### src/rtl/ru_alloc_scheduler.sv
// ru_alloc_scheduler
// Maps faulty systolic columns onto redundant recompute units (RUs) and
// sequences each recompute pass (stationary-weight load, then run).
// A column is faulty when any PE in it failed. Columns are scanned in
// ascending order, one per cycle, and RUs are handed out lowest index first.
// Every output comes straight from a flop.

module ru_alloc_scheduler #(
    parameter int ROWS   = 4,
    parameter int COLS   = 4,
    parameter int NUM_RU = 4,
    localparam int CB    = $clog2(COLS),
    localparam int RB    = (NUM_RU > 1) ? $clog2(NUM_RU) : 1
) (
    input  logic                   clk,
    input  logic                   rst,
    input  logic                   stw_complete,
    input  logic [ROWS*COLS-1:0]   stw_fault_flat,
    input  logic                   recompute_start,
    input  logic                   recompute_last,
    output logic [NUM_RU-1:0]      ru_en,
    output logic [CB*NUM_RU-1:0]   ru_col_mapping,
    output logic [COLS-1:0]        col_ru_valid,
    output logic [RB*COLS-1:0]     col_ru_idx,
    output logic [NUM_RU-1:0]      ru_set_stationary,
    output logic [NUM_RU-1:0]      ru_stat_bit_in,
    output logic [NUM_RU-1:0]      ru_fsm_out_sel_in,
    output logic                   alloc_done,
    output logic                   alloc_overflow,
    output logic [CB:0]            fault_col_count,
    output logic                   busy,
    output logic                   recompute_done
);

    // KW holds the next-free RU index, which may reach NUM_RU (all used).
    localparam int KW = $clog2(NUM_RU + 1);
    localparam int LW = (ROWS > 1) ? $clog2(ROWS) : 1;

    typedef enum logic [2:0] {
        ST_IDLE  = 3'd0,
        ST_SCAN  = 3'd1,
        ST_ARMED = 3'd2,
        ST_LOAD  = 3'd3,
        ST_RUN   = 3'd4
    } state_e;

    // Per-column OR of all row fault bits.
    function automatic logic [COLS-1:0] fault_cols(input logic [ROWS*COLS-1:0] flat);
        logic [COLS-1:0] acc;
        acc = {COLS{1'b0}};
        for (int c = 0; c < COLS; c++) begin
            for (int r = 0; r < ROWS; r++) begin
                acc[c] = acc[c] | flat[r*COLS + c];
            end
        end
        return acc;
    endfunction

    state_e                 state_q, state_d;
    logic                   stw_q;
    logic                   pending_q, pending_d;
    logic [CB-1:0]          col_q, col_d;
    logic [KW-1:0]          k_q, k_d;
    logic [LW-1:0]          load_cnt_q, load_cnt_d;

    logic [NUM_RU-1:0]      ru_en_q, ru_en_d;
    logic [CB*NUM_RU-1:0]   map_q, map_d;
    logic [COLS-1:0]        cv_q, cv_d;
    logic [RB*COLS-1:0]     ci_q, ci_d;
    logic                   alloc_done_q, alloc_done_d;
    logic                   ovf_q, ovf_d;
    logic [CB:0]            count_q, count_d;
    logic                   busy_q, busy_d;
    logic                   done_q, done_d;
    logic [NUM_RU-1:0]      set_stat_q, set_stat_d;
    logic [NUM_RU-1:0]      stat_bit_q, stat_bit_d;
    logic [NUM_RU-1:0]      out_sel_q, out_sel_d;

    logic                   rise_s;
    logic [COLS-1:0]        fcols_s;
    logic [COLS-1:0]        col_sel_s;
    logic [NUM_RU-1:0]      ru_sel_s;
    logic                   cur_fault_s;

    // Edge detect on the STW done level and one-hot selects for the current column / next-free RU.
    always_comb begin
        rise_s      = stw_complete & ~stw_q;
        fcols_s     = fault_cols(stw_fault_flat);
        col_sel_s   = COLS'(1'b1) << col_q;
        ru_sel_s    = NUM_RU'(1'b1) << k_q;
        cur_fault_s = |(fcols_s & col_sel_s);
    end

    // Next-state logic: scan/allocation, pass sequencing and registered output values.
    always_comb begin
        state_d      = state_q;
        pending_d    = pending_q;
        col_d        = col_q;
        k_d          = k_q;
        load_cnt_d   = load_cnt_q;
        ru_en_d      = ru_en_q;
        map_d        = map_q;
        cv_d         = cv_q;
        ci_d         = ci_q;
        alloc_done_d = alloc_done_q;
        ovf_d        = ovf_q;
        count_d      = count_q;
        done_d       = 1'b0;

        case (state_q)
            ST_IDLE: begin
                if (rise_s) begin
                    state_d      = ST_SCAN;
                    col_d        = {CB{1'b0}};
                    k_d          = {KW{1'b0}};
                    ru_en_d      = {NUM_RU{1'b0}};
                    map_d        = {(CB*NUM_RU){1'b0}};
                    cv_d         = {COLS{1'b0}};
                    ci_d         = {(RB*COLS){1'b0}};
                    count_d      = {(CB+1){1'b0}};
                    alloc_done_d = 1'b0;
                    ovf_d        = 1'b0;
                end else begin
                    state_d = ST_IDLE;
                end
            end

            ST_SCAN: begin
                if (rise_s) begin
                    pending_d = 1'b1;
                end else begin
                    pending_d = pending_q;
                end
                if (cur_fault_s) begin
                    count_d = count_q + 1'b1;
                    if (k_q < KW'(NUM_RU)) begin
                        ru_en_d = ru_en_q | ru_sel_s;
                        cv_d    = cv_q | col_sel_s;
                        for (int i = 0; i < NUM_RU; i++) begin
                            if (ru_sel_s[i]) begin
                                map_d[i*CB +: CB] = col_q;
                            end else begin
                                map_d[i*CB +: CB] = map_q[i*CB +: CB];
                            end
                        end
                        for (int c = 0; c < COLS; c++) begin
                            if (col_sel_s[c]) begin
                                ci_d[c*RB +: RB] = RB'(k_q);
                            end else begin
                                ci_d[c*RB +: RB] = ci_q[c*RB +: RB];
                            end
                        end
                        k_d = k_q + 1'b1;
                    end else begin
                        // Out of spare units: column stays unmapped.
                        ovf_d = 1'b1;
                    end
                end else begin
                    count_d = count_q;
                end
                if (col_q == CB'(COLS - 1)) begin
                    state_d      = ST_ARMED;
                    alloc_done_d = 1'b1;
                end else begin
                    col_d = col_q + 1'b1;
                end
            end

            ST_ARMED: begin
                if (recompute_start) begin
                    // A simultaneous STW edge is remembered for after the pass.
                    if (rise_s) begin
                        pending_d = 1'b1;
                    end else begin
                        pending_d = pending_q;
                    end
                    if (|ru_en_q) begin
                        state_d    = ST_LOAD;
                        load_cnt_d = {LW{1'b0}};
                    end else begin
                        // Nothing to recompute: acknowledge immediately.
                        done_d = 1'b1;
                    end
                end else if (rise_s || pending_q) begin
                    state_d      = ST_SCAN;
                    pending_d    = 1'b0;
                    col_d        = {CB{1'b0}};
                    k_d          = {KW{1'b0}};
                    ru_en_d      = {NUM_RU{1'b0}};
                    map_d        = {(CB*NUM_RU){1'b0}};
                    cv_d         = {COLS{1'b0}};
                    ci_d         = {(RB*COLS){1'b0}};
                    count_d      = {(CB+1){1'b0}};
                    alloc_done_d = 1'b0;
                    ovf_d        = 1'b0;
                end else begin
                    state_d = ST_ARMED;
                end
            end

            ST_LOAD: begin
                if (rise_s) begin
                    pending_d = 1'b1;
                end else begin
                    pending_d = pending_q;
                end
                if (load_cnt_q == LW'(ROWS - 1)) begin
                    state_d = ST_RUN;
                end else begin
                    load_cnt_d = load_cnt_q + 1'b1;
                end
            end

            ST_RUN: begin
                if (rise_s) begin
                    pending_d = 1'b1;
                end else begin
                    pending_d = pending_q;
                end
                if (recompute_last) begin
                    state_d = ST_ARMED;
                    done_d  = 1'b1;
                end else begin
                    state_d = ST_RUN;
                end
            end

            default: begin
                state_d   = ST_IDLE;
                pending_d = 1'b0;
            end
        endcase

        // Control vectors and busy follow the state being entered.
        busy_d = (state_d == ST_SCAN) || (state_d == ST_LOAD) || (state_d == ST_RUN);
        if (state_d == ST_LOAD) begin
            set_stat_d = ru_en_d;
            stat_bit_d = ru_en_d;
            out_sel_d  = {NUM_RU{1'b0}};
        end else if (state_d == ST_RUN) begin
            set_stat_d = {NUM_RU{1'b0}};
            stat_bit_d = ru_en_d;
            out_sel_d  = ru_en_d;
        end else begin
            set_stat_d = {NUM_RU{1'b0}};
            stat_bit_d = {NUM_RU{1'b0}};
            out_sel_d  = {NUM_RU{1'b0}};
        end
    end

    // State, allocation and output registers; async reset clears everything.
    always_ff @(posedge clk or negedge rst) begin
        if (!rst) begin
            state_q      <= ST_IDLE;
            stw_q        <= 1'b0;
            pending_q    <= 1'b0;
            col_q        <= {CB{1'b0}};
            k_q          <= {KW{1'b0}};
            load_cnt_q   <= {LW{1'b0}};
            ru_en_q      <= {NUM_RU{1'b0}};
            map_q        <= {(CB*NUM_RU){1'b0}};
            cv_q         <= {COLS{1'b0}};
            ci_q         <= {(RB*COLS){1'b0}};
            alloc_done_q <= 1'b0;
            ovf_q        <= 1'b0;
            count_q      <= {(CB+1){1'b0}};
            busy_q       <= 1'b0;
            done_q       <= 1'b0;
            set_stat_q   <= {NUM_RU{1'b0}};
            stat_bit_q   <= {NUM_RU{1'b0}};
            out_sel_q    <= {NUM_RU{1'b0}};
        end else begin
            state_q      <= state_d;
            stw_q        <= stw_complete;
            pending_q    <= pending_d;
            col_q        <= col_d;
            k_q          <= k_d;
            load_cnt_q   <= load_cnt_d;
            ru_en_q      <= ru_en_d;
            map_q        <= map_d;
            cv_q         <= cv_d;
            ci_q         <= ci_d;
            alloc_done_q <= alloc_done_d;
            ovf_q        <= ovf_d;
            count_q      <= count_d;
            busy_q       <= busy_d;
            done_q       <= done_d;
            set_stat_q   <= set_stat_d;
            stat_bit_q   <= stat_bit_d;
            out_sel_q    <= out_sel_d;
        end
    end

    assign ru_en             = ru_en_q;
    assign ru_col_mapping    = map_q;
    assign col_ru_valid      = cv_q;
    assign col_ru_idx        = ci_q;
    assign ru_set_stationary = set_stat_q;
    assign ru_stat_bit_in    = stat_bit_q;
    assign ru_fsm_out_sel_in = out_sel_q;
    assign alloc_done        = alloc_done_q;
    assign alloc_overflow    = ovf_q;
    assign fault_col_count   = count_q;
    assign busy              = busy_q;
    assign recompute_done    = done_q;

endmodule
### config.mk
export PLATFORM = sky130hd
export DESIGN_NAME = ru_alloc_scheduler
export DESIGN_NICKNAME = d
export VERILOG_FILES = /design/src/rtl/ru_alloc_scheduler.sv
export SDC_FILE = /design/constraint.sdc
export NUM_CORES = 1
export LEC_CHECK = 0
export CAP_MARGIN = 25
export CORE_ASPECT_RATIO = 0.5
export CORE_MARGIN = 2
export CORE_UTILIZATION = 60
export CTS_BUF_LIST = sky130_fd_sc_hd__clkbuf_4 sky130_fd_sc_hd__clkbuf_8
export DETAILED_ROUTE_END_ITERATION = 12
export DONT_BUFFER_PORTS = 1
export PLACE_DENSITY = 0.72
export SETUP_SLACK_MARGIN = 0.3
export SLEW_MARGIN = 0
export SYNTH_ARGS = -nofsm -noshare
export SYNTH_HDL_FRONTEND = slang
export SYNTH_SLANG_ARGS = --single-unit
### constraint.sdc
create_clock -name clk -period 2.1 [get_ports clk]
set_input_delay 0.63 -clock clk [delete_from_list [all_inputs] [get_ports clk]]
set_output_delay 0.63 -clock clk [all_outputs]
set_load 0.02 [all_outputs]
[Yosys cells after proc, flatten, opt, wreduce, memory -nomap -nowiden]
Index checks and enable logic that the tools add are counted.
W data, S select, Z words.
Storage, ports and cells
  flip-flop bits (word level): 55
  logic and storage cells: 175
  bits of input ports: 21
Cells by class
  bitwise logic cells: 18
  add/sub/neg operators: 4
  reduce and logical (&&, ||, !) cells: 24
  shift operators: 2
  muxes and demuxes: 73
  equality and inequality tests: 29
  $lt $le $gt $ge: 1
Operator list (count)
  $mux W4: 14
  $mux W8: 7
  $reduce_and A7 Y1: 8
  $pmux W8 S3: 2
  $ne A2 B2 Y1 const B: 19
  $mux W3: 11
  $mux W2: 16
  $pmux W4 S3: 2
  $pmux W3 S3: 2
  $pmux W3 S5: 1
  $reduce_and A5 Y1: 3
  $mux W1: 12
  $or A1 B1 Y1: 12
  $reduce_and A6 Y1: 2
  $eq A3 B2 Y1 const B: 3
  $pmux W1 S3: 3
  $or A4 B4 Y4: 2
  $reduce_or A4 Y1: 2
  $add A3 B1 Y3 const B: 2
  $eq A3 B1 Y1 const B: 2
  $eq A3 B3 Y1 const B: 2
  $pmux W2 S3: 1
  $add A2 B1 Y2 const B: 2
  $and A4 B4 Y4: 1
  16 further kinds: 20

[Longest topological paths before layout]
Gate-level depths: netlist of run 1.
  depth in word-level cells: 9
  depth in mapped cells: 9

[Least setup slack after synthesis of run 1]
No wires, ideal clock.
  path type: input -> register
  from: in stw_fault_flat[5]
  to: reg map_q[0], in the netlist ru_col_mapping[0]
  arrival time: 1.820 ns
  library setup time: 0.122 ns
  slack: 0.158 ns
  stages: 6
  required time: 1.978 ns
  path through: o41ai_2 a41oi_1 and2_1 buf_6 buf_6 a32o_1
On the way
  longest elaborated chain between the ends: 7
RTL lines
  start: declaration: line 18  | input logic [ROWS*COLS-1:0] stw_fault_flat,
  $or A1 B1 Y1 (3 in a row): line 53  | acc[c] = acc[c] | flat[r*COLS + c];
  $and A4 B4 Y4: line 91  | cur_fault_s = |(fcols_s & col_sel_s);
  $reduce_or A4 Y1: line 91
  $ne A2 B2 Y1 (no source line)
  $reduce_and A7 Y1 (no source line)
  end signal: assignment: line 261  | map_q <= {(CB*NUM_RU){1'b0}};
  end signal: assignment: line 280  | map_q <= map_d;
  end: declaration: line 67  | logic [CB*NUM_RU-1:0] map_q, map_d;
No other way between the ends.
A chain may end at the register's enable or synchronous reset.

[Worst setup path in the final report of run 1]
  from: reg col_q[1]
  to: reg ci_q[7], in the netlist col_ru_idx[7]
On the way
  longest elaborated chain between the ends: 5
  elaborated cells on any way between the ends: 6
RTL lines
  start: declaration: line 62  | logic [CB-1:0] col_q, col_d;
  start signal: assignment: line 257  | col_q <= {CB{1'b0}};
  start signal: assignment: line 276  | col_q <= col_d;
  $shl A1 B2 Y4 *: line 89  | col_sel_s = COLS'(1'b1) << col_q;
  $and A4 B4 Y4: line 91
  $reduce_or A4 Y1: line 91
  $ne A2 B2 Y1 (no source line)
  $reduce_and A7 Y1 (no source line) *
  end signal: assignment: line 263  | ci_q <= {(RB*COLS){1'b0}};
  end signal: assignment: line 282  | ci_q <= ci_d;
  end: declaration: line 69  | logic [RB*COLS-1:0] ci_q, ci_d;
Every way passes the cells marked *; elsewhere a longest branch is shown, timed or not.

==> results of run 1 <==
==> logic make-up after synthesis <==
| kind of cell | share of synthesized area |
|---|---|
| AOI/OAI and AO/OA | 0.202 |
| adders and majority gates | 0.0550 |
| buffers and inverters | 0.0445 |
| DFF | 0.550 |
| muxes | 0.0135 |
| and+or+nand+nor | 0.135 |
==> path summary, 6_finish.rpt <==
check                           depth (start not counted)             to           from
max in group asynchronous                               0      pending_q            rst
min in group clk                                        0          stw_q   stw_complete
worst min-delay path                                    0  col_ru_idx[3]            rst
worst min register to register                          1  load_cnt_q[1]  load_cnt_q[1]
worst max register to register                          8  col_ru_idx[7]       col_q[1]
worst max-delay path                                    8  col_ru_idx[7]       col_q[1]
==> worst max-delay path: stages, from the launching register on <==
cell,delay [ns]
dfrtp_1,0.44
inv_2,0.13
ha_4,0.17
o41ai_4,0.08
a41oi_2,0.28
buf_4,0.17
and2_4,0.18
nand2_1,0.10
a31o_2,0.25
==> synthesized netlist by cell type <==
master     n  area [um2]
dfrtp_1   55        1380
nor2_1    20        75.1
inv_1     16        60.1
a21oi_1   15        75.1
a32o_1    15         150
nand2_1   13        48.8
ha_1      11         138
nand2b_1   9        56.3
and2_1     7        43.8
o21ai_0    6        30.0
buf_2      5        25.0
nand3_1    5        25.0
a22oi_2    4        50.1
o41ai_2    4        65.1
a21o_1     3        22.5
and3_1     3        18.8
mux2_2     3        33.8
a22o_1     2        17.5
a31o_2     2        17.5
a31oi_1    2        12.5
buf_6      2        22.5
a221o_1    1        10.0
a41oi_1    1        8.76
and2b_1    1        7.51
clkbuf_1   1        3.75
nand2_4    1        11.3
nand3b_1   1        7.51
nand4_1    1        6.26
nor2b_2    1        8.76
nor3_1     1        5.00
nor3b_1    1        7.51
nor4_1     1        6.26
o211ai_2   1        12.5
o21bai_1   1        7.51
o22a_1     1        8.76
o311a_1    1        10.0
o31ai_1    1        7.51
or4b_1     1        10.0
==> power groups by stage <==
stage | clock network [uW] | registers (uW) | logic [uW]
final | 590 | 1920 | 2380
after global routing | 651 | 1970 | 2580
after CTS | 598 | 1910 | 2070
after detailed placement | 0 | 1930 | 1840
after global placement | 0 | 1910 | 1780
after floorplan | 0 | 1880 | 1410
==> through the flow <==
| step | cells | setup TNS, ns | hold WS (ns) |
|---|---|---|---|
| final | 299 | 0 | 0.00921 |
| after global routing | 299 | 0 | -0.0168 |
| after CTS | 289 | 0 | 0.00344 |
| after detailed placement | 276 | -0.0340 | 0.336 |
| after global placement | 276 | 0 | 0.335 |
| after floorplan | 219 | 0 | 0.334 |
==> state kept, by name, summed over array words and instances, names as in the netlist, 3 cells and up <==
register,flops
col_ru_idx,8
col_ru_valid,4
fault_col_count,3
k_q,3
ru_col_mapping,8
ru_en,4
ru_fsm_out_sel_in,4
ru_set_stationary,4
ru_stat_bit_in,4
state_q,3
==> final cells by class <==
cell class	instances	area, um2	share of cell area
flip-flops and latches	55	1380	0.465
multi-input cells	140	1150	0.387
repair buffers	26	214	0.0722
clock buffers	5	68.8	0.0232
well taps	54	67.6	0.0228
inverters	16	62.6	0.0211
clock inverters	3	23.8	0.00802
==> metal layers <==
metal	share of wire	vias up	GRT usage
met1	0.44	944	0.336
met2	0.47	76	0.365
met5	0	-	0
li1	-	839	-
met3	0.093	2	0.0856
met4	0.0016	0	0.0217
==> repair_timing <==
action	CTS	global route
setup buffers	5	10
setup endpoints to repair	42	35
hold endpoints to repair	0	55
resized for setup	19	11
pin swaps	4	13
==> reports/results.tsv, run 1 <==
stage	metric	value	unit
cells_and_area	Finished Cell Area	0.00296	mm2
power	Seq pwr share	0.392	
timing	skew final	0.00600	ns
cells_and_area	layout cells sized above 1	0.286	
synth	syn_nets	251	
worst_setup_path	flop2flop setup slack	0.19	ns
floorplan	Core Footprint	0.00394	mm2
routing	drt drc	0	
cts	clk sinks	55	
cts	CTS H-tree depth	2	
routing	DR vias/cell	6.22	
global_route	vias in the first global route	1767	
routing	Iteration-0 DRC Markers	111	
routing	total number of vias	1861	
global_route	Total GRT Usage	0.236	
synth	syn_area_per_cell	11.4	um2
synth	synthesized area	0.00250	mm2
timing	final period utilization	0.907	
power	PwrDens	1650	mW/mm2
global_route	GRT overflow	0	
cells_and_area	# diodes	0	
cells_and_area	Syn-to-layout area delta	18.4	%
worst_hold_path	Worst Hold Class	primary input to asynchronous set/reset pin	
timing	Final Hold Vio Count	0	
cts	total CTS buffers	5	
worst_setup_path	CP Capture Type	flip-flop	
cts	Reg clk slew, reported paths	0.10	ns
power	Pint	2740	uW
power	power consumption	4890	uW
floorplan	die span in x	95.3	um
synth	Seq/Total Area, Yosys	0.550	
routing	ANT nets after route	0	
power	clock share of power	0.121	
placed_design	IO Port Bufs	0	
worst_setup_path	WP data arrival	2.10	ns
timing	fin. max-slew vios	0	
cells_and_area	Filler Cells Inserted	242	
global_route	initial antenna violation count	0	
timing	fin crit period	1.91	ns
placed_design	Placer Congestion	0.820	
floorplan	# rows	16	
power	P_sw	2160	uW
placed_design	Area after DPL	0.00266	mm2
synth	Synth Register Bits	55	
routing	drt first pass iters	4	
worst_setup_path	crit path launch type	flip-flop	
routing	Routed WL	5540	um
floorplan	Ports	64	
synth	Ys Warns	0	
timing	RSZ-0062 raised after global routing	yes	
timing	setup violators final	0	
power	VDD IR max	0.644	mV
cts	Max Root-Sink Buffers	2	
floorplan	Initial Util	0.635	
power	switching fraction of total power	0.441	
worst_setup_path	maximum fanout along the worst path	5	
routing	wire per inst	18.5	um
worst_setup_path	Critical Path RT	2.30	ns
cells_and_area	most common cell after layout, fill and taps aside	dfrtp_1	
power	Comb power frac	0.487	
floorplan	die height	49.7	um
global_route	largest net degree at the start of global routing	56	
timing	fmax	0.525	GHz
cells_and_area	nets	276	
synth	Mapped Cells	219	
synth	Cell variety after synth	38	
cts	CTS tree	yes	
global_route	first-pass GRT wire length	8520	um
placed_design	dpl ws	-0.0116	ns
cts	root buffer cell	clkbuf_8	
run	max cap viols	0	
status	status	completed	
timing	relative slew slack	0.729	
cts	Clk Latency, worst-skew pair	0.30	ns
cells_and_area	Finished Core Util	0.751	
floorplan	die area	0.00473	mm2
timing	Worst Tran Pin Value	0.405	ns
timing	Final WS setup	0.195	ns
placed_design	DP HPWL	3770	um
power	Leak	0.00139	uW
cells_and_area	most frequent cells in the layout	dfrtp_1, buf_4, nor2_1	
worst_setup_path	Worst Path Class, Setup	flip-flop to flip-flop	
cts	Hold Buf Count CTS	0	
(Power assumes the default switching activity.)
==> run 2, diff against run 1 <==
==> constraint.sdc (replaced) <==
create_clock -name clk -period 2.3 [get_ports clk]
set_input_delay 0.69 -clock clk [delete_from_list [all_inputs] [get_ports clk]]
set_output_delay 0.69 -clock clk [all_outputs]
set_load 0.02 [all_outputs]
==> reports/results.tsv, run 2 (same netlist as run 1, synthesis figures left out) <==
stage	metric	value	unit
routing	met3 wire length	527	um
worst_setup_path	flop2flop setup slack	0.39	ns
cts	total CTS buffers	5	
floorplan	die span in x	95.3	um
floorplan	die height	49.7	um
cts	Reg clk slew, reported paths	0.10	ns
worst_setup_path	Worst Path Class, Setup	flip-flop to flip-flop	
cells_and_area	Filler Cells Inserted	296	
timing	setup violators final	0	
routing	drt drc	0	
placed_design	Area after DPL	0.00257	mm2
routing	Iteration-0 DRC Markers	78	
floorplan	Ports	64	
worst_setup_path	WP data arrival	2.11	ns
routing	ANT nets after route	0	
cts	Max Root-Sink Buffers	2	
timing	hold slack	0.0586	ns
floorplan	Core Footprint	0.00394	mm2
placed_design	DP HPWL	3590	um
routing	total number of vias	1712	
floorplan	Initial Util	0.635	
worst_setup_path	CP Capture Type	flip-flop	
worst_hold_path	Worst Hold Class	primary input to asynchronous set/reset pin	
worst_setup_path	crit path launch type	flip-flop	
global_route	vias in the first global route	1651	
worst_setup_path	Worst R2R Start	col_q[0]	
cells_and_area	most frequent cells in the layout	dfrtp_1, nor2_1, inv_1	
routing	Top Metal Used	met4	
worst_setup_path	FF-to-FF path depth	8	
timing	fin crit period	1.91	ns
global_route	initial antenna violation count	0	
cts	CTS H-tree depth	2	
routing	wire per inst	18.4	um
cells_and_area	nets	261	
routing	M1 wire length	2390	um
power	PwrDens	1510	mW/mm2
global_route	largest net degree at the start of global routing	56	
global_route	Total GRT Usage	0.229	
floorplan	# rows	16	
cells_and_area	# diodes	0	
placed_design	IO Port Bufs	0	
worst_setup_path	reg2reg end	col_ru_idx[3]	
timing	Worst Tran Pin Value	0.367	ns
timing	fin. max-slew vios	0	
cts	Hold Buf Count CTS	0	
power	VDD IR max	0.604	mV
timing	RSZ-0062 raised after global routing	no	
global_route	GRT overflow	0	
cells_and_area	layout cells sized above 1	0.178	
cts	root buffer cell	clkbuf_8	
timing	fmax	0.524	GHz
timing	final period utilization	0.830	
worst_setup_path	maximum fanout along the worst path	6	
timing	Final Hold Vio Count	0	
timing	relative slew slack	0.755	
routing	drt first pass iters	4	
cells_and_area	Finished Cell Area	0.00276	mm2
timing	final setup TNS	0	ns
floorplan	die area	0.00473	mm2
global_route	first-pass GRT wire length	8070	um
placed_design	Placer Congestion	0.833	
cells_and_area	most common cell after layout, fill and taps aside	dfrtp_1	
status	status	completed	
cts	clk sinks	55	
run	max cap viols	0	
cts	Clk Latency, worst-skew pair	0.31	ns
timing	skew final	0.00485	ns
routing	DR vias/cell	6.03	
power	Leak	0.00131	uW
cells_and_area	Syn-to-layout area delta	10.4	%
worst_setup_path	Critical Path RT	2.51	ns
routing	Routed WL	5210	um
routing	met2 wire len	2260	um
cts	CTS tree	yes	
[run 2: changes by cell type in the layout (fill, tap and decap cells not counted), sizes merged]
cell and delta:
buf -15, bufinv +2, clkinvlp -1, inv -1
[run 2: through the flow]
step	power, uW	cells	util	setup slack (ns)
5_1_grt	4460	284	0.700	0.297
3_3_place_gp	3270	272	0.652	0.126
6_report	4180	284	0.700	0.392
4_1_cts	4130	282	0.691	0.312
3_5_place_dp	3320	272	0.652	0.0822
2_1_floorplan	2950	219	-	0.300
[run 2: power by group]
part           internal (uW)  switching (uW)  total (uW)  leakage (uW)
clock                    434             321         755     0.0000644
sequential              1250             517        1770      0.000736
combinational            702             959        1660      0.000514
[run 2: critical path: stages, from the launching register on]
cell,delay [ns]
dfrtp_1,0.43
inv_1,0.10
ha_1,0.20
o41ai_2,0.10
a41oi_2,0.24
buf_6,0.16
and2_2,0.20
nand2_1,0.11
a32o_1,0.27
[run 2: what timing repair did]
action | 4_1_cts | 5_1_grt
setup buffers | 2 | 2
pin swaps | 0 | 1
gates resized for setup | 2 | 5
endpoints found under the setup margin | 20 | 24
[run 2: cell type report]
class | instances | area (um2) | share of cell area
repair buffers | 11 | 86.3 | 0.0313
clock inverters | 3 | 67.6 | 0.0245
inverters | 16 | 60.1 | 0.0217
multi-input cells | 140 | 1030 | 0.374
flip-flops and latches | 55 | 1380 | 0.499
well taps | 54 | 67.6 | 0.0245
clock buffers | 5 | 68.8 | 0.0249
[run 2: layer usage]
metal  up-vias  track usage
met1       843        0.322
met3         6        0.106
met2        63        0.326
li1        800            -
met4         0       0.0483
met5         -            0
[run 2: worst max-delay path by stage]
| stage | from | to | slack [ns] |
|---|---|---|---|
| 6_report | col_q[0] | col_ru_idx[3] | 0.39 |
| 5_1_grt | col_q[0] | col_ru_idx[3] | 0.30 |
| 4_1_cts | col_q[0] | col_ru_idx[3] | 0.31 |
| 3_5_place_dp | stw_fault_flat[7] | ru_set_stationary[3] | 0.08 |
| 3_3_place_gp | stw_fault_flat[7] | ru_stat_bit_in[3] | 0.13 |
| 2_1_floorplan | stw_fault_flat[6] | ru_col_mapping[0] | 0.30 |
